`config.mk`:
```
export PLATFORM = sky130hd
export DESIGN_NAME = issue_dispatch_flat
export DESIGN_NICKNAME = d
export VERILOG_FILES = /design/src/rtl/issue_dispatch_pkg.sv /design/src/rtl/issue_dispatch_if.sv /design/src/rtl/issue_dispatch_rr.sv /design/src/rtl/issue_dispatch.sv /design/src/flat_wrapper.sv
export SDC_FILE = /design/constraint.sdc
export NUM_CORES = 1
export LEC_CHECK = 0
export CAP_MARGIN = 20
export CORE_AREA = 2 2 363 365
export CTS_CLUSTER_DIAMETER = 80
export CTS_CLUSTER_SIZE = 25
export DETAILED_ROUTE_END_ITERATION = 8
export DIE_AREA = 0 0 365 367
export PLACE_DENSITY = 0.47
export SKIP_LAST_GASP = 1
export SYNTH_ARGS = -nofsm -noshare
export SYNTH_HDL_FRONTEND = slang
export SYNTH_SLANG_ARGS = --single-unit
```
`constraint.sdc`:
```
create_clock -name clk -period 3.71 [get_ports clk]
set_input_delay 0.5565 -clock clk [delete_from_list [all_inputs] [get_ports clk]]
set_output_delay 0.5565 -clock clk [all_outputs]
set_load 0.005 [all_outputs]
```
`src/rtl/issue_dispatch_pkg.sv`:
```
// Shared encodings and helpers for the issue dispatch controller.
// FU class codes, default sizing and RS index mapping.
package issue_dispatch_pkg;

  typedef enum logic [1:0] {
    CLS_ALU = 2'b00,
    CLS_LSU = 2'b01,
    CLS_BRU = 2'b10,
    CLS_EPU = 2'b11
  } fu_cls_e;

  localparam int DEF_PAYLOAD_W  = 128;
  localparam int DEF_NUM_ALU_RS = 2;

  // Non-ALU stations follow the ALU block in this order.
  localparam int RS_LSU_OFS = 0;
  localparam int RS_BRU_OFS = 1;
  localparam int RS_EPU_OFS = 2;

  function automatic int rs_index(input fu_cls_e cls, input int num_alu);
    int idx;
    case (cls)
      CLS_LSU: idx = num_alu + RS_LSU_OFS;
      CLS_BRU: idx = num_alu + RS_BRU_OFS;
      CLS_EPU: idx = num_alu + RS_EPU_OFS;
      default: idx = 0;
    endcase
    return idx;
  endfunction

endpackage

```
`src/rtl/issue_dispatch_if.sv`:
```
// Rename-to-dispatch group handshake plus the per-RS push/full bundle.
interface issue_dispatch_if
  import issue_dispatch_pkg::*;
#(
  parameter int PAYLOAD_W = DEF_PAYLOAD_W,
  parameter int NUM_RS    = DEF_NUM_ALU_RS + 3
);
  logic [1:0]                  dsp_valid;
  logic [3:0]                  dsp_cls;
  logic [2*PAYLOAD_W-1:0]      dsp_payload;
  logic                        dsp_ready;
  logic [NUM_RS-1:0]           rs_full;
  logic [NUM_RS-1:0]           rs_push;
  logic [NUM_RS*PAYLOAD_W-1:0] rs_payload;

  modport master (
    output dsp_valid, dsp_cls, dsp_payload, rs_full,
    input  dsp_ready, rs_push, rs_payload
  );

  modport slave (
    input  dsp_valid, dsp_cls, dsp_payload, rs_full,
    output dsp_ready, rs_push, rs_payload
  );
endinterface

```
`src/rtl/issue_dispatch_rr.sv`:
```
// Round-robin ALU RS selector: two in-order requesters, search from ptr upward.
module issue_dispatch_rr #(
  parameter int N  = 2,
  parameter int PW = $clog2(N)
) (
  input  logic [PW-1:0] ptr,
  input  logic [N-1:0]  alu_full,
  input  logic          req0,
  input  logic          req1,
  output logic [N-1:0]  gnt0,
  output logic [N-1:0]  gnt1,
  output logic [PW-1:0] ptr_nxt
);
  logic [2*N-1:0] free_dbl_s;
  logic [2*N-1:0] g0_dbl_s;
  logic [2*N-1:0] g1_dbl_s;
  logic [N-1:0]   free_rot_s;
  logic [N-1:0]   g0_rot_s;
  logic [N-1:0]   g1_rot_s;
  logic [N-1:0]   take0_s;
  logic [N-1:0]   take1_s;
  logic           found0_s;
  logic           found1_s;

  // Rotate so that bit 0 is the station ptr points at.
  assign free_dbl_s = {~alu_full, ~alu_full} >> ptr;
  assign free_rot_s = free_dbl_s[N-1:0];

  // Priority scan in rotated order; slot1 takes the first free station after slot0's.
  always_comb begin
    g0_rot_s = {N{1'b0}};
    g1_rot_s = {N{1'b0}};
    take0_s  = {N{1'b0}};
    take1_s  = {N{1'b0}};
    found0_s = 1'b0;
    found1_s = 1'b0;
    ptr_nxt  = ptr;
    for (int i = 0; i < N; i++) begin
      take0_s[i]  = free_rot_s[i] & req0 & ~found0_s;
      take1_s[i]  = free_rot_s[i] & req1 & ~found1_s & ~take0_s[i];
      g0_rot_s[i] = take0_s[i];
      g1_rot_s[i] = take1_s[i];
      found0_s    = found0_s | take0_s[i];
      found1_s    = found1_s | take1_s[i];
      ptr_nxt     = (take0_s[i] | take1_s[i]) ? PW'((int'(ptr) + i + 1) % N) : ptr_nxt;
    end
  end

  assign g0_dbl_s = {g0_rot_s, g0_rot_s} << ptr;
  assign g1_dbl_s = {g1_rot_s, g1_rot_s} << ptr;
  assign gnt0     = g0_dbl_s[2*N-1:N];
  assign gnt1     = g1_dbl_s[2*N-1:N];

endmodule

```
`src/rtl/issue_dispatch.sv`:
```
// Dispatch controller: 2-slot holding buffer steering renamed ops to RS instances,
// in-order within a group, with ALU round-robin balancing and a stall counter.
module issue_dispatch
  import issue_dispatch_pkg::*;
#(
  parameter int PAYLOAD_W   = DEF_PAYLOAD_W,
  parameter int NUM_ALU_RS  = DEF_NUM_ALU_RS,
  parameter int NUM_RS      = NUM_ALU_RS + 3,
  parameter int STALL_CNT_W = 16
) (
  input  logic                   clk,
  input  logic                   rst,
  input  logic                   flush,
  issue_dispatch_if.slave        bus,
  output logic [STALL_CNT_W-1:0] stall_cnt
);
  localparam int PTR_W = $clog2(NUM_ALU_RS);

  logic [1:0]             vld_r;
  fu_cls_e                cls0_r, cls1_r;
  logic [PAYLOAD_W-1:0]   pld0_r, pld1_r;
  logic [PTR_W-1:0]       ptr_r;
  logic [STALL_CNT_W-1:0] stall_cnt_r;

  logic [NUM_ALU_RS-1:0]       alu_full_s, gnt0_s, gnt1_s;
  logic [PTR_W-1:0]            ptr_nxt_s;
  logic [NUM_RS-1:0]           tgt0_s, tgt1_s, sel0_s, sel1_s, push_s;
  logic [NUM_RS*PAYLOAD_W-1:0] pay_s;
  logic                        alu0_s, alu1_s, disp0_s, disp1_s, go1_s;
  logic                        req0_s, req1_s, ready_s, xfer_s, stall_s;

  assign alu0_s     = (cls0_r == CLS_ALU);
  assign alu1_s     = (cls1_r == CLS_ALU);
  assign alu_full_s = bus.rs_full[NUM_ALU_RS-1:0];

  // One-hot target for non-ALU classes (all-zero for ALU ops).
  always_comb begin
    tgt0_s = {NUM_RS{1'b0}};
    tgt1_s = {NUM_RS{1'b0}};
    for (int r = 0; r < NUM_RS; r++) begin
      tgt0_s[r] = !alu0_s && (r == rs_index(cls0_r, NUM_ALU_RS));
      tgt1_s[r] = !alu1_s && (r == rs_index(cls1_r, NUM_ALU_RS));
    end
  end

  // Slot0 ALU success only needs any free ALU station; keeps slot1's request free of grant feedback.
  assign disp0_s = vld_r[0] & (alu0_s ? ~&alu_full_s : |(tgt0_s & ~bus.rs_full));
  assign go1_s   = ~vld_r[0] | disp0_s;
  assign req0_s  = vld_r[0] & alu0_s;
  assign req1_s  = vld_r[1] & alu1_s & go1_s;
  assign disp1_s = vld_r[1] & go1_s &
                   (alu1_s ? |gnt1_s
                           : (|(tgt1_s & ~bus.rs_full)) & ~(vld_r[0] & (tgt0_s == tgt1_s)));

  issue_dispatch_rr #(.N(NUM_ALU_RS), .PW(PTR_W)) u_rr (
    .ptr      (ptr_r),
    .alu_full (alu_full_s),
    .req0     (req0_s),
    .req1     (req1_s),
    .gnt0     (gnt0_s),
    .gnt1     (gnt1_s),
    .ptr_nxt  (ptr_nxt_s)
  );

  assign sel0_s = alu0_s ? {{(NUM_RS-NUM_ALU_RS){1'b0}}, gnt0_s} : tgt0_s;
  assign sel1_s = alu1_s ? {{(NUM_RS-NUM_ALU_RS){1'b0}}, gnt1_s} : tgt1_s;
  assign push_s = flush ? {NUM_RS{1'b0}}
                        : (({NUM_RS{disp0_s}} & sel0_s) | ({NUM_RS{disp1_s}} & sel1_s));

  // Route each slot's payload to the station it pushes.
  always_comb begin
    pay_s = {(NUM_RS*PAYLOAD_W){1'b0}};
    for (int r = 0; r < NUM_RS; r++) begin
      pay_s[r*PAYLOAD_W +: PAYLOAD_W] = (disp1_s && sel1_s[r]) ? pld1_r : pld0_r;
    end
  end

  assign ready_s = ~flush & (~vld_r[0] | disp0_s) & (~vld_r[1] | disp1_s);
  assign xfer_s  = ready_s & (|bus.dsp_valid);
  assign stall_s = ~flush & ((vld_r[0] & ~disp0_s) | (vld_r[1] & ~disp1_s));

  assign bus.rs_push    = push_s;
  assign bus.rs_payload = pay_s;
  assign bus.dsp_ready  = ready_s;
  assign stall_cnt      = stall_cnt_r;

  // Holding buffer: load on transfer, otherwise retire dispatched slots in place.
  always_ff @(posedge clk or negedge rst) begin
    if (!rst) begin
      vld_r  <= 2'b00;
      cls0_r <= CLS_ALU;
      cls1_r <= CLS_ALU;
      pld0_r <= {PAYLOAD_W{1'b0}};
      pld1_r <= {PAYLOAD_W{1'b0}};
    end else if (flush) begin
      vld_r <= 2'b00;
    end else if (xfer_s) begin
      vld_r  <= bus.dsp_valid;
      cls0_r <= fu_cls_e'(bus.dsp_cls[1:0]);
      cls1_r <= fu_cls_e'(bus.dsp_cls[3:2]);
      pld0_r <= bus.dsp_payload[PAYLOAD_W-1:0];
      pld1_r <= bus.dsp_payload[2*PAYLOAD_W-1:PAYLOAD_W];
    end else begin
      vld_r <= vld_r & ~{disp1_s, disp0_s};
    end
  end

  // ALU pointer and saturating stall counter; both survive a flush.
  always_ff @(posedge clk or negedge rst) begin
    if (!rst) begin
      ptr_r       <= {PTR_W{1'b0}};
      stall_cnt_r <= {STALL_CNT_W{1'b0}};
    end else begin
      if (!flush) begin
        ptr_r <= ptr_nxt_s;
      end
      if (stall_s && (stall_cnt_r != {STALL_CNT_W{1'b1}})) begin
        stall_cnt_r <= stall_cnt_r + {{(STALL_CNT_W-1){1'b0}}, 1'b1};
      end
    end
  end

endmodule

```
`src/flat_wrapper.sv`:
```
// flat-port wrapper written by rule: the top's interface ports become plain ports
module issue_dispatch_flat import issue_dispatch_pkg::*;
#(
  parameter int PAYLOAD_W   = DEF_PAYLOAD_W,
  parameter int NUM_ALU_RS  = DEF_NUM_ALU_RS,
  parameter int NUM_RS      = NUM_ALU_RS + 3,
  parameter int STALL_CNT_W = 16
)
  (clk, rst, flush, stall_cnt, bus_dsp_valid, bus_dsp_cls, bus_dsp_payload, bus_rs_full, bus_dsp_ready, bus_rs_push, bus_rs_payload);
  issue_dispatch_if #(.PAYLOAD_W(PAYLOAD_W), .NUM_RS(NUM_RS)) bus_i ();
  input  logic clk;
  input  logic rst;
  input  logic flush;
  output logic [STALL_CNT_W-1:0] stall_cnt;
  input wire logic [$bits(bus_i.dsp_valid)-1:0] bus_dsp_valid;
  input wire logic [$bits(bus_i.dsp_cls)-1:0] bus_dsp_cls;
  input wire logic [$bits(bus_i.dsp_payload)-1:0] bus_dsp_payload;
  input wire logic [$bits(bus_i.rs_full)-1:0] bus_rs_full;
  output wire logic [$bits(bus_i.dsp_ready)-1:0] bus_dsp_ready;
  output wire logic [$bits(bus_i.rs_push)-1:0] bus_rs_push;
  output wire logic [$bits(bus_i.rs_payload)-1:0] bus_rs_payload;
  assign bus_i.dsp_valid = bus_dsp_valid;
  assign bus_i.dsp_cls = bus_dsp_cls;
  assign bus_i.dsp_payload = bus_dsp_payload;
  assign bus_i.rs_full = bus_rs_full;
  assign bus_dsp_ready = bus_i.dsp_ready;
  assign bus_rs_push = bus_i.rs_push;
  assign bus_rs_payload = bus_i.rs_payload;
  issue_dispatch #(.PAYLOAD_W(PAYLOAD_W), .NUM_ALU_RS(NUM_ALU_RS), .NUM_RS(NUM_RS), .STALL_CNT_W(STALL_CNT_W)) u_core (.clk(clk), .rst(rst), .flush(flush), .bus(bus_i), .stall_cnt(stall_cnt));
endmodule
```
==> impl_summary.txt, run 1 <==
----------------------------------------------------
[Critical path]
  Data required time at the worst endpoint ... 3.15 ns
  Arrival time worst endpoint ... 3.94 ns
  Startpoint Class ... register
  Reg2reg path depth ... 18
  Critical Path End Type ... primary output
  Maximum fanout along the worst path ... 3
  Setup CP Type ... reg2out

[STA]
  Hold_ws ... 0.5038 ns
  Max-slew headroom ... 42.67%
  Final setup fails ... 646
  Worst Slack Setup Final ... -0.7864 ns
  Pins Over Slew Limit ... 0
  Final worst clock skew ... 0.04549 ns
  RSZ-0062 raised after global routing ... true
  Portion of the clock cycle consumed by the worst path in the final layout ... 121.2%
  Final Hold Violating Endpoints ... 0
  Highest Clock Rate ... 0.2224 GHz
  Actual slew at the worst max-slew pin ... 0.8599 ns
  Final critical path time including I/O delays and setup ... 4.496 ns

[Drt]
  DR iter-0 viols ... 652
  Number of nets still failing antenna checks after routing ... 0
  Mean number of vias per cell ... 3.888
  Routed WL ... 113100 µm
  Via count ... 17400
  Per-cell routed wire length ... 25.27 µm
  Detailed-route DRC error count ... 0
  Iteration count of the initial detailed-routing pass ... 4

[Yosys]
  Syn nets ... 1726
  Unique masters post-synth ... 44
  Cell area after technology mapping ... 19860 µm²
  Yosys warning count ... 0
  FF+latch count, synth ... 279
  Asr flop ratio synth ... 100.0%
  Number of enable-type register cells in the synthesized netlist ... 0
  Post-Synthesis Cells ... 1442
  Sequential-to-total area share from yosys stat ... 35.16%
  Avg Cell Area, Syn ... 13.77 µm²
  Primary FF master, synth ... dfrtp_1

[Die]
  Die boundary width ... 365 µm
  Die outline area ... 134000 µm²
  Area of the core ... 130500 µm²
  Std-Cell Rows ... 133
  Die Y-Extent ... 367 µm
  Initial core utilization ... 15.22%
  Count of boundary I/O pins ... 932

[Finish]
  Most common cell after layout, fill and taps aside ... mux2_2
  FILL cells ... 13670
  Register cell area after layout ... 6984 µm²
  Area growth from synthesis to layout ... 82.42%
  Proportion of layout cells with a drive suffix above 1 ... 60.70%
  Commonest cells after routing, fill and taps aside ... mux2_2, clkdlybuf4s50_1, dfrtp_1, mux2_4, buf_4
  Post-route cell area ... 36220 µm²
  Number of cells in the finished layout apart from fillers ... 4475
  Area used by multi-input combinational logic ... 12410 µm²
  Net total in the final layout ... 2975

[Clock tree]
  Max H-tree Level ... 1
  Clk root buf ... clkbuf_16
  Clock-pin slew on the worst setup and hold paths ... 0.09 ns
  Clock tree from TritonCTS ... done
  Buffers from clock root to sink, at most ... 3
  Number of buffers inserted during clock tree synthesis ... 30
  Number of sinks driven by the clock tree ... 279
  Skew-Pair Late Insertion Delay ... 0.64 ns

[Outcome]
  Violations in the final reports ... setup timing
  Result of the run ... finished, violations left

[Power]
  Static leakage power ... 16.84 nW
  Max rail drop VDD ... 336.0 µV
  Power consumption ... 29.66 mW
  Pwr per Cell Area ... 818.8 nW/µm²

[GRT]
  Total global routing overflow ... 0
  Maximum number of pins on one net before global-route repair ... 84
  GRT Resource Usage Total ... 15.40%
  Wire length of the first global-routing pass ... 147800 µm
  Vias in the first global route ... 17940
  Initial antenna violation count ... 13

[Hold path]
  Class of the worst hold path ... reg2reg
  Instance count along the most critical hold path ... 1

[Placed design]
  Count of buffers from port buffering ... 931
  Number of cells in the design after placement ... 4213
  Placed wire-length estimate ... 81590 µm
  Placer's final routability congestion estimate ... 0.8343
  Placed instance area ... 32390 µm²

[Run]
  Max cap viols ... 0

----------------------------------------------------
[critical path: stages (launching register included)]
cell and delay [ns]:
dfrtp_1 0.41, buf_4 0.16, ha_2 0.19, nor2b_1 0.14, a2111oi_2 0.42, buf_4 0.19, a22oi_2 0.06, buf_4 0.15
buf_4 0.12, buf_4 0.12, buf_4 0.13, buf_4 0.12, buf_4 0.12, buf_4 0.12, buf_4 0.12, nand3_1 0.14
a21boi_1 0.09, clkdlybuf4s50_1 0.50
[where the power goes]
group | total (mW) | switching [mW] | internal [mW]
clock network | 3.40 | 1.72 | 1.67
logic | 18.6 | 6.50 | 12.1
registers | 7.69 | 3.28 | 4.41
[area by class of cell]
| cell class | instances | area share (%) |
|---|---|---|
| clock buffer | 31 | 2.142 |
| antenna | 5 | 0.03454 |
| clock inverter | 25 | 0.9016 |
| inverter | 12 | 0.1313 |
| sequential | 279 | 19.28 |
| tap | 1755 | 6.062 |
| multi-input combinational | 1045 | 34.26 |
| timing repair buffer | 1323 | 37.18 |
[worst paths after layout]
kind | from | endpoint | slack, ns
setup / recovery | u_core.cls1_r[0] | bus_dsp_ready | -0.79
hold / removal | u_core.stall_cnt[15] | u_core.stall_cnt[15] | 0.50
setup reg to reg | u_core.cls1_r[0] | u_core.stall_cnt[1] | 0.09
hold reg to reg | u_core.stall_cnt[15] | u_core.stall_cnt[15] | 0.50
max in group asynchronous | rst | u_core.pld1_r[74] | 2.14
min in group asynchronous | rst | u_core.pld1_r[33] | 0.57
[kinds of logic after synthesis]
logic type / after synthesis / synth area share, %
buffers and inverters: 118 / 4.631
adders and majority gates: 14 / 0.8822
xor gates and xnor gates: 21 / 0.9263
DFF: 279 / 35.16
muxes: 902 / 54.93
AOI/OAI and AO/OA: 30 / 1.141
and+or+nand+nor: 78 / 2.332
[metrics by stage]
stage / worst slack (ns) / setup TNS (ns) / util [%]
floorplan: 0.3625 / 0 / -
global placement: -0.6475 / -296.45 / 24.82
detailed placement: -0.6435 / -271.33 / 24.82
CTS: -0.7970 / -407.70 / 26.67
global route: -0.9562 / -469.73 / 27.76
finish: -0.7864 / -350.60 / 27.76
[repair_timing]
item / 4_1_cts / 5_1_grt
hold buffers: 1 / 0
endpoints found under the hold margin: 11 / 0
cloned: 13 / 13
endpoints found under the setup margin: 646 / 646
pin swaps: 6 / 11
gates resized for setup: 553 / 686
setup buffers: 72 / 115
[cells in the mapped netlist (2+ instances only)]
cell         n  share of area (%)
mux2_2     701                 40
dfrtp_1    279                 35
mux2_4     200                 15
buf_2       68                1.7
buf_12      22                2.2
nand2_1     18               0.34
ha_1        14               0.88
xnor2_1     13               0.57
inv_1       12               0.23
a21oi_1     11               0.28
nand3_1      9               0.23
xor2_1       8               0.35
buf_4        7               0.26
clkbuf_1     7               0.13
nand4_1      7               0.22
nor2_1       7               0.13
nor2b_1      7               0.22
and3_1       6               0.19
nor3_1       5               0.13
or4_1        5               0.19
o21ai_0      4               0.10
nor4_1       3              0.095
nor4b_1      3               0.13
a2111oi_0    2              0.088
a21o_1       2              0.076
a22oi_1      2              0.076
nor4b_4      2               0.24
or3_1        2              0.063
[sequential cells by signal, summed over array words and instances (netlist names)]
| signal | cells |
|---|---|
| u_core.stall_cnt | 16 |
| u_core.cls0_r | 2 |
| u_core.ptr_r | 1 |
| u_core.vld_r | 2 |
| u_core.pld1_r | 128 |
| u_core.cls1_r | 2 |
| u_core.pld0_r | 128 |
[per-layer routing]
layer	global-route usage [%]	vias up	share of wire, %
met5	0	-	0.030
met4	3.522	6	2.7
met3	3.303	106	6.2
met2	26.11	597	48
met1	19.82	8803	43
li1	-	7889	-
Power figures use the tool's default switching activity.
==> inputs of run 2 (changes only) <==
==> constraint.sdc (replaced) <==
create_clock -name clk -period 3.71 [get_ports clk]
set_input_delay 0.371 -clock clk [delete_from_list [all_inputs] [get_ports clk]]
set_output_delay 0.371 -clock clk [all_outputs]
set_load 0.005 [all_outputs]
==> run 2 against run 1 <==
The flow still finishes with violations (setup timing). Flip-flop and latch count did not move. Power fell by 1.8%. Clock power fell by 11%.
==> impl_summary.txt, run 2 (synthesized netlist as in run 1, its figures left out) <==
----------------------------------------------------
[Critical path]
  Startpoint of the most critical register-to-register path ... u_core.cls1_r[0]
  Setup slack on the worst flop-to-flop path ... 0.21 ns
  End of the worst register-to-register path ... u_core.pld1_r[63]
  Maximum fanout along the worst path ... 10
  Largest stage delay on the critical path ... 0.48 ns
  Cell with the largest stage delay on the worst path ... dfrtp_2
  CP cell instances ... inv_4 -> ha_4 -> nor4b_4 -> buf_4 -> xnor2_2 -> a22oi_2 -> and3_4 -> buf_12 -> nand2_8 -> buf_16 -> buf_4 -> buf_12 -> buf_16 -> mux2_2 -> dlygate4sd2_1
  Setup crit start ... u_core.cls0_r[0]
  Setup CP Type ... reg2out
  Data required time at the worst endpoint ... 3.34 ns
  Critical path buffers and inverters ... 8
  Reg2reg path depth ... 14
  Startpoint Class ... register
  Arrival time worst endpoint ... 3.85 ns
  Largest delay share family, worst path ... buffers and inverters
  Critical Path End Type ... primary output

[Drt]
  Per-cell routed wire length ... 25.58 µm
  Mean number of vias per cell ... 3.882
  Via count ... 17270
  Met2 routed WL ... 55630 µm
  Met1 wire length ... 46980 µm
  Routed WL ... 113800 µm
  Detailed-route DRC error count ... 0
  Met3 layer wire length in the routed design ... 8668 µm
  Iteration count of the initial detailed-routing pass ... 4
  DR iter-0 viols ... 836
  Number of nets still failing antenna checks after routing ... 0
  DR top layer ... met5

[GRT]
  GRT Resource Usage Total ... 15.61%
  Wire length of the first global-routing pass ... 148400 µm
  Maximum number of pins on one net before global-route repair ... 84
  Total global routing overflow ... 0
  Vias in the first global route ... 18000
  Initial antenna violation count ... 19

[Clock tree]
  Number of buffers inserted during clock tree synthesis ... 27
  Number of sinks driven by the clock tree ... 279
  Clk root buf ... clkbuf_16
  Clock tree from TritonCTS ... done
  Clock-pin slew on the worst setup and hold paths ... 0.08 ns
  Buffers from clock root to sink, at most ... 3
  Max H-tree Level ... 1
  Skew-Pair Late Insertion Delay ... 0.62 ns

[Hold path]
  Instance count along the most critical hold path ... 2
  Startpoint of the most critical hold path ... bus_dsp_payload[35]
  End point of the worst hold path ... u_core.pld0_r[35]
  Class of the worst hold path ... in2reg

[STA]
  Final Hold Violating Endpoints ... 0
  Portion of the clock cycle consumed by the worst path in the final layout ... 113.8%
  Worst Slack Setup Final ... -0.5127 ns
  Final critical path time including I/O delays and setup ... 4.223 ns
  Final setup fails ... 634
  RSZ-0062 raised after global routing ... true
  Setup TNS ... -198.67 ns
  Max-slew headroom ... 43.08%
  Pins Over Slew Limit ... 0
  Highest Clock Rate ... 0.2368 GHz
  Final worst clock skew ... 0.03928 ns
  Actual slew at the worst max-slew pin ... 0.8537 ns
  Hold_ws ... 0.3488 ns

[Power]
  Pwr per Cell Area ... 812.3 nW/µm²
  Sequential share of power ... 26.3%
  Max rail drop VDD ... 324.2 µV
  Internal power summed over all cells ... 17.84 mW
  Clock Power Share ... 10.4%
  Net Sw Power ... 11.29 mW
  Power consumption ... 29.13 mW
  Static leakage power ... 16.33 nW
  Net switching share of the total power ... 38.77%
  Proportion of power drawn by combinational gates ... 63.3%

[Outcome]
  Result of the run ... finished, violations left
  Violations in the final reports ... setup timing

[Placed design]
  Placer's final routability congestion estimate ... 0.8472
  Count of buffers from port buffering ... 931
  Number of cells in the design after placement ... 4217
  Placed wire-length estimate ... 81220 µm

[Die]
  Die outline area ... 134000 µm²
  Area of the core ... 130500 µm²
  Initial core utilization ... 15.22%
  Die boundary width ... 365 µm
  Die Y-Extent ... 367 µm
  Count of boundary I/O pins ... 932
  Std-Cell Rows ... 133

[Finish]
  Net total in the final layout ... 2951
  Final Util ... 27.49%
  Area growth from synthesis to layout ... 80.59%
  Most common cell after layout, fill and taps aside ... mux2_2
  Commonest cells after routing, fill and taps aside ... mux2_2, clkdlybuf4s50_1, dfrtp_1, mux2_4, buf_4
  Number of cells in the finished layout apart from fillers ... 4450
  Proportion of layout cells with a drive suffix above 1 ... 58.83%

[Run]
  Max cap viols ... 0

----------------------------------------------------
-- run 2: worst max-delay path by stage --
stage | slack [ns] | to | cells past startpoint
3_5_place_dp | -0.28 | bus_rs_payload[575] | 11
4_1_cts | -0.54 | bus_rs_payload[451] | 13
2_1_floorplan | 0.55 | bus_rs_payload[374] | 12
6_report | -0.51 | bus_rs_payload[458] | 15
5_1_grt | -0.63 | bus_rs_payload[458] | 15
3_3_place_gp | -0.27 | bus_rs_payload[575] | 11
-- run 2: repair_timing --
action	in CTS	in global routing
pin swaps	10	6
buffers inserted	75	93
hold buffers	1	0
cloned	12	9
gates resized for setup	706	562
hold endpoints to repair	74	0
endpoints found under the setup margin	646	646
-- run 2: metal layers --
metal / track usage [%] / vias up
met2: 26.73 / 607
met4: 3.450 / 16
li1: - / 7852
met5: 0 / -
met3: 4.634 / 92
met1: 19.11 / 8706
-- run 2: area by class of cell --
cell class	count	area (µm²)
antenna	11	27.53
clock buffer	29	693.2
clock inverter	17	221.5
fill	13740	94610
inverter	12	47.55
multi-input combinational	1045	12400
sequential	279	6983
tap	1755	2196
timing repair buffer	1302	13290
-- run 2: through the flow --
step	worst slack, ns	area [µm²]
after global placement	-0.2675	32370
final	-0.5127	35860
after detailed placement	-0.2837	32370
after CTS	-0.5374	34600
after floorplan	0.5480	19860
after global routing	-0.6335	35840
-- run 2: power by group through the flow --
stage	registers (mW)	logic [mW]	clock network, mW
2_1_floorplan	5.80	7.85	0
3_3_place_gp	7.62	18.5	0
3_5_place_dp	7.56	18.4	0
4_1_cts	7.52	18.5	3.17
5_1_grt	7.85	19.6	3.25
6_report	7.65	18.4	3.03
-- run 2: worst reg2reg max path: stages (launching register included) --
cell and delay, ns:
dfrtp_1 0.41, buf_4 0.17, ha_2 0.20, nor2b_1 0.14
a2111oi_2 0.36, buf_4 0.20, a22oi_2 0.07, and3_4 0.24
buf_6 0.14, buf_4 0.13, buf_4 0.15, o221ai_4 0.24
buf_12 0.24, buf_12 0.31, mux2_2 0.38
==> inputs of run 3 (changes only) <==
==> constraint.sdc (replaced) <==
create_clock -name clk -period 3.71 [get_ports clk]
set_input_delay 0.371 -clock clk [delete_from_list [all_inputs] [get_ports clk]]
set_output_delay 0.371 -clock clk [all_outputs]
set_load 0.02 [all_outputs]
==> run 3 against run 2 <==
The flow still finishes with violations (setup timing). Routed wire length shrank 9.0%. Via count shrank 5.0%. Flip-flop and latch count is the same. Global-route usage shrank 0.89 points. Critical endpoint is now bus_rs_payload[431]. Cell count shrank 3.3%. Critical path type unchanged. Combinational power grew 14%. Highest routed layer unchanged.
==> impl_summary.txt, run 3 (synthesized netlist as in run 1, its figures left out) <==
----------------------------------------------------
[Drt]
  Iteration count of the initial detailed-routing pass ... 5
  Routed WL ... 103600 µm
  Mean number of vias per cell ... 3.812
  Via count ... 16410
  DR iter-0 viols ... 641
  Detailed-route DRC error count ... 0
  Per-cell routed wire length ... 24.08 µm
  Number of nets still failing antenna checks after routing ... 0

[Power]
  Max rail drop VDD ... 357.9 µV
  Power consumption ... 31.70 mW
  Pwr per Cell Area ... 954.1 nW/µm²
  Static leakage power ... 14.81 nW

[Clock tree]
  Skew-Pair Late Insertion Delay ... 0.61 ns
  Buffers from clock root to sink, at most ... 3
  Clock-pin slew on the worst setup and hold paths ... 0.08 ns
  Number of buffers inserted during clock tree synthesis ... 29
  Max H-tree Level ... 1
  Clock tree from TritonCTS ... done
  Number of sinks driven by the clock tree ... 279
  Clk root buf ... clkbuf_16

[Finish]
  Net total in the final layout ... 2796
  Most common cell after layout, fill and taps aside ... mux2_2
  Register cell area after layout ... 6983 µm²
  Number of cells in the finished layout apart from fillers ... 4304
  FILL cells ... 14030
  Area growth from synthesis to layout ... 67.35%
  Area used by multi-input combinational logic ... 12220 µm²
  Post-route cell area ... 33230 µm²
  Commonest cells after routing, fill and taps aside ... mux2_2, dlygate4sd2_1, clkdlybuf4s50_1, dfrtp_1, mux2_4
  Proportion of layout cells with a drive suffix above 1 ... 57.50%

[STA]
  Pins Over Slew Limit ... 0
  Final critical path time including I/O delays and setup ... 3.931 ns
  Highest Clock Rate ... 0.2544 GHz
  Actual slew at the worst max-slew pin ... 0.8373 ns
  Max-slew headroom ... 44.18%
  Final Hold Violating Endpoints ... 0
  Portion of the clock cycle consumed by the worst path in the final layout ... 106.0%
  RSZ-0062 raised after global routing ... true
  Worst Slack Setup Final ... -0.2211 ns
  Final worst clock skew ... 0.01309 ns
  Final setup fails ... 615
  Setup TNS ... -85.66 ns

[Run]
  Max cap viols ... 0

[Die]
  Die Y-Extent ... 367 µm
  Initial core utilization ... 15.22%
  Count of boundary I/O pins ... 932
  Die outline area ... 134000 µm²
  Die boundary width ... 365 µm
  Area of the core ... 130500 µm²
  Std-Cell Rows ... 133

[Critical path]
  Setup slack on the worst flop-to-flop path ... 0.52 ns
  Largest stage delay on the critical path ... 0.44 ns
  Cell with the largest stage delay on the worst path ... dfrtp_2
  Most prevalent standard cell on the critical path ... buf_4
  Critical Path End Type ... primary output
  Maximum fanout along the worst path ... 14
  End of the worst register-to-register path ... u_core.pld1_r[48]
  Startpoint Class ... register
  Data required time at the worst endpoint ... 3.34 ns
  CP cell instances ... buf_6 -> ha_4 -> nor4b_4 -> buf_4 -> xnor2_2 -> a22oi_2 -> and3_4 -> nand2_4 -> buf_12 -> buf_4 -> mux2_2 -> dlygate4sd2_1
  Arrival time worst endpoint ... 3.56 ns
  Startpoint of the most critical register-to-register path ... u_core.cls1_r[0]
  Reg2reg path depth ... 13
  Setup CP Type ... reg2out

[Outcome]
  Violations in the final reports ... setup timing
  Result of the run ... finished, violations left

[Placed design]
  Placer's final routability congestion estimate ... 0.8514
  Placed wire-length estimate ... 80930 µm
  Number of cells in the design after placement ... 4195
  Placed instance area ... 32240 µm²
  Count of buffers from port buffering ... 931

[Hold path]
  Class of the worst hold path ... in2reg
  Startpoint of the most critical hold path ... bus_dsp_payload[60]
  End point of the worst hold path ... u_core.pld0_r[60]
  Instance count along the most critical hold path ... 2

[GRT]
  Initial antenna violation count ... 26
  GRT Resource Usage Total ... 14.71%
  Vias in the first global route ... 17640
  Total global routing overflow ... 0
  Maximum number of pins on one net before global-route repair ... 79
  Wire length of the first global-routing pass ... 141700 µm

----------------------------------------------------
run 3: how the worst max path moves through the flow:
stage | depth (start not counted) | from | end
2_1_floorplan | 12 | u_core.cls1_r[0] | bus_rs_payload[374]
3_3_place_gp | 11 | bus_rs_full[1] | bus_rs_payload[538]
3_5_place_dp | 12 | u_core.cls1_r[0] | bus_rs_payload[538]
4_1_cts | 14 | u_core.cls0_r[0] | bus_rs_payload[181]
5_1_grt | 13 | u_core.cls1_r[0] | bus_rs_payload[416]
6_report | 12 | u_core.cls1_r[0] | bus_rs_payload[431]
run 3: worst max-delay path: cells and delay by family (launching register included):
family	cells	cell delay (ns)
xor+xnor	1	0.07
fa+ha+maj	1	0.17
flops	1	0.44
mux	1	0.27
simple gates	3	0.76
compound gates	1	0.17
buf+inv	5	1.01
run 3: area by class of cell:
cell class / count / share of cell area (%)
timing repair buffer: 1145 / 32.31
sequential: 279 / 21.01
clock buffer: 31 / 2.267
tap: 1755 / 6.608
inverter: 12 / 0.1431
antenna: 15 / 0.1130
clock inverter: 22 / 0.7681
multi-input combinational: 1045 / 36.78
run 3: timing repair:
action,in CTS,in global routing
pin swaps,8,13
gates cloned,2,4
setup endpoints to repair,646,646
resized for setup,1029,483
setup buffers,16,20
endpoints found under the hold margin,69,0
hold buffers,1,0
run 3: where the power goes:
part / internal [mW] / switching [mW] / total (mW)
clock network: 1.57 / 1.62 / 3.19
registers: 4.41 / 3.17 / 7.59
logic: 10.3 / 10.7 / 20.9
total: 16.2 / 15.5 / 31.7
run 3: through the flow:
stage                     setup WS, ns  hold WS (ns)  util (%)
final                          -0.2211        0.3535     25.47
after global routing           -0.3854        0.3132     25.46
after CTS                      -0.3518        0.2889     25.18
after detailed placement       -0.3343        0.4593     24.71
after global placement         -0.2763        0.4537     24.71
after floorplan                 0.4970       0.07541         -
run 3: metal layers:
metal | track usage (%) | wire [µm] | share of wire [%]
met1 | 18.22 | 43380 | 42
met2 | 24.96 | 49940 | 48
met3 | 3.474 | 7273 | 7.0
met4 | 4.717 | 2928 | 2.8
met5 | 0 | 97 | 0.094
==> patch, RTL diff (flow settings as in run 2) <==
Change the package constant `DEF_PAYLOAD_W` from 128 to 64.
--- a/src/rtl/issue_dispatch_pkg.sv
+++ b/src/rtl/issue_dispatch_pkg.sv
@@ -9,7 +9,7 @@
     CLS_EPU = 2'b11
   } fu_cls_e;
 
-  localparam int DEF_PAYLOAD_W  = 128;
+  localparam int DEF_PAYLOAD_W  = 64;
   localparam int DEF_NUM_ALU_RS = 2;
 
   // Non-ALU stations follow the ALU block in this order.
Ports: changed (resized bus_dsp_payload and bus_rs_payload); port bits go from 932 to 484. The function was not compared with the original's and may differ.
==> patch against run 2 <==
- the run still ends with negative setup slack left
- synthesized area is 48% lower
- combinational power down 47%
- cell area shrank 44%
- wire length shrank 55%
- total power down 47%
- final cell count down 28%
- sequential cell count shrank 128
- setup slack improved by 0.22 ns
- critical path depth decreased by 4
- via count decreased by 47%
- largest cell class unchanged
==> patch: results (changes against run 2) <==
[synth]
yosys-top-cells-count = mux2_1 (228), mux2_2 (225), dfrtp_1 (151)
seq_area_frac_synth_pct = 36.3  ; +1.1 points
synthesis.nets = 971  ; -44%
ys_async_sr_fraction_pct = 100  ; unchanged
yosysUniqueCellTypes = 46  ; +4.5%
synth_warnings = 0  ; unchanged
ys_top_cells_by_area = dfrtp_1 (36%), mux2_1 (25%), mux2_2 (24%)
ys.flop_type = dfrtp_1

[worst_setup_path]
path_max_fanout = 20  ; +10
r2r_setup_slack_ns = 0.38  ; +0.17 ns
slowest_delay_ns = 0.47
reg2reg_from = u_core.cls1_r[0]$_DFFE_PN0P_
r2r_end = u_core.pld0_r[32]$_DFFE_PN0P_
cp_top_family = simple AND/OR/NAND/NOR gates
slowest_stage = clkdlybuf4s50_1
reg2regPathDepth = 13  ; -1
arrival_ns = 3.63  ; -0.22 ns

[routing]
wl_met3_mm = 4.49  ; -48%
drtPass1Iterations = 5  ; +1
met1Wirelength_mm = 20.9  ; -55%
num_vias = 9182  ; -47%
drtIter0Drc = 268  ; -68%
route.top_layer_used = met5
route.met2.wl_mm = 25.3  ; -55%
wl_mm = 51.8  ; -55%

[power]
power.internal_mw = 9.90  ; -45%
peakVddDrop_mv = 0.405  ; +25%
p_leak_nw = 8.82  ; -46%

[clocking]
clock_path_buffers = 2  ; -1
numCtsBuffers = 17  ; -37%
clockRootBuffer = clkbuf_16
cts.clk_slew.worst_paths_ns = 0.09
cts_max_level = 4  ; +3
clkLatencyLatePin_ns = 0.53  ; -0.09 ns

[min_path]
min_to = u_core.pld0_r[10]$_DFFE_PN0P_
hold_path.class = in -> reg
hp-start = bus_dsp_payload[10]
hold_depth = 2  ; unchanged

[floorplanning]
num_rows = 133  ; unchanged

[grt]
grt_util_all_layers_pct = 7.00  ; -8.6 points
grt_max_degree = 71  ; -15%
grt_pass1_wl_mm = 67.0  ; -55%
grt_antenna_before_repair = 10  ; -9
first_global_vias = 9383  ; -48%

[status]
status = finished, violations left
failed_checks = negative setup slack

[timing]
fin_setup_tns_ns = -34.28  ; +164.40 ns
final-setup-viol-count = 214  ; -66%
tightest_slew_ns = 0.718  ; -0.135 ns
setup_ws_ns = -0.294  ; +0.219 ns
fin_skew_ns = 0.0227  ; -0.0166 ns

[final_layout]
nets = 1572  ; -47%
nFillCells = 14600  ; +6.4%
drive_gt1_share_pct = 37.9  ; -21 points

[place]
hpwl_mm = 36.2  ; -55%
io_buffers = 483  ; -48%
gp_congestion = 0.737  ; -13%

patch: cells by family (layout without fill, tap and decap cells):
kind of cell,Yosys count,in the layout,share of synthesized area [%]
buffers and inverters,69,682,4.49
and+or+nand+nor,79,80,4.84
xor gates and xnor gates,21,21,1.77
AOI/OAI and AO/OA,27,27,1.91
DFF,151,151,36.3
muxes,454,454,49.1
other,0,4,0
adders and majority gates,14,14,1.68
patch: worst max path at each step:
stage,start,end,cells after the start
after floorplan,u_core.cls1_r[0]$_DFFE_PN0P_,bus_rs_payload[142],12
after global placement,bus_rs_full[2],bus_rs_payload[227],9
after detailed placement,bus_rs_full[2],bus_rs_payload[67],9
after CTS,u_core.cls0_r[0]$_DFFE_PN0P_,bus_rs_payload[291],11
after global routing,u_core.cls1_r[0]$_DFFE_PN0P_,bus_rs_payload[258],11
final,u_core.cls1_r[0]$_DFFE_PN0P_,bus_rs_payload[256],11
patch: layer usage:
metal	vias up	GRT usage, %
li1	4235	-
met1	4525	7.66
met2	367	11.8
met3	47	3.07
met4	8	2.83
met5	-	0
patch: final cells by class:
cell class | count | area (sq um) | share of cell area (%)
Sequential cell | 151 | 3780 | 18.8
Antenna cell | 4 | 10.0 | 0.0497
Timing Repair Buffer | 637 | 6860 | 34.1
Inverter | 13 | 51.3 | 0.255
Clock inverter | 14 | 196 | 0.976
Tap cell | 1755 | 2200 | 10.9
Clock buffer | 18 | 439 | 2.18
Multi-Input combinational cell | 596 | 6600 | 32.8
patch: repair_timing:
| action | 4_1_cts | 5_1_grt |
|---|---|---|
| resized for setup | 43 | 332 |
| gates cloned | 1 | 14 |
| pin swaps | 4 | 4 |
| buffers inserted | 11 | 77 |
| setup endpoints to repair | 326 | 326 |
| endpoints found under the hold margin | 68 | 0 |
| hold buffers | 1 | 0 |
patch: per-stage QoR:
step                util [%]  area, sq um  instances  hold WS [ns]  setup WS [ns]
global placement        13.6        17800       3051         0.479        -0.0607
floorplan                  -        10400        815        0.0754          0.689
CTS                     14.2        18600       3096         0.353         -0.396
detailed placement      13.6        17800       3051         0.481        -0.0917
finish                  15.4        20100       3188         0.425         -0.294
global route            15.4        20100       3185         0.385         -0.498
patch: power by group through the flow:
stage / combinational (mW) / sequential, mW / clock [mW]
5_1_grt: 10.4 / 3.91 / 2.23
4_1_cts: 9.37 / 3.70 / 2.19
2_1_floorplan: 3.79 / 3.14 / 0
3_5_place_dp: 9.17 / 3.72 / 0
6_report: 9.72 / 3.73 / 2.05
3_3_place_gp: 9.25 / 3.75 / 0
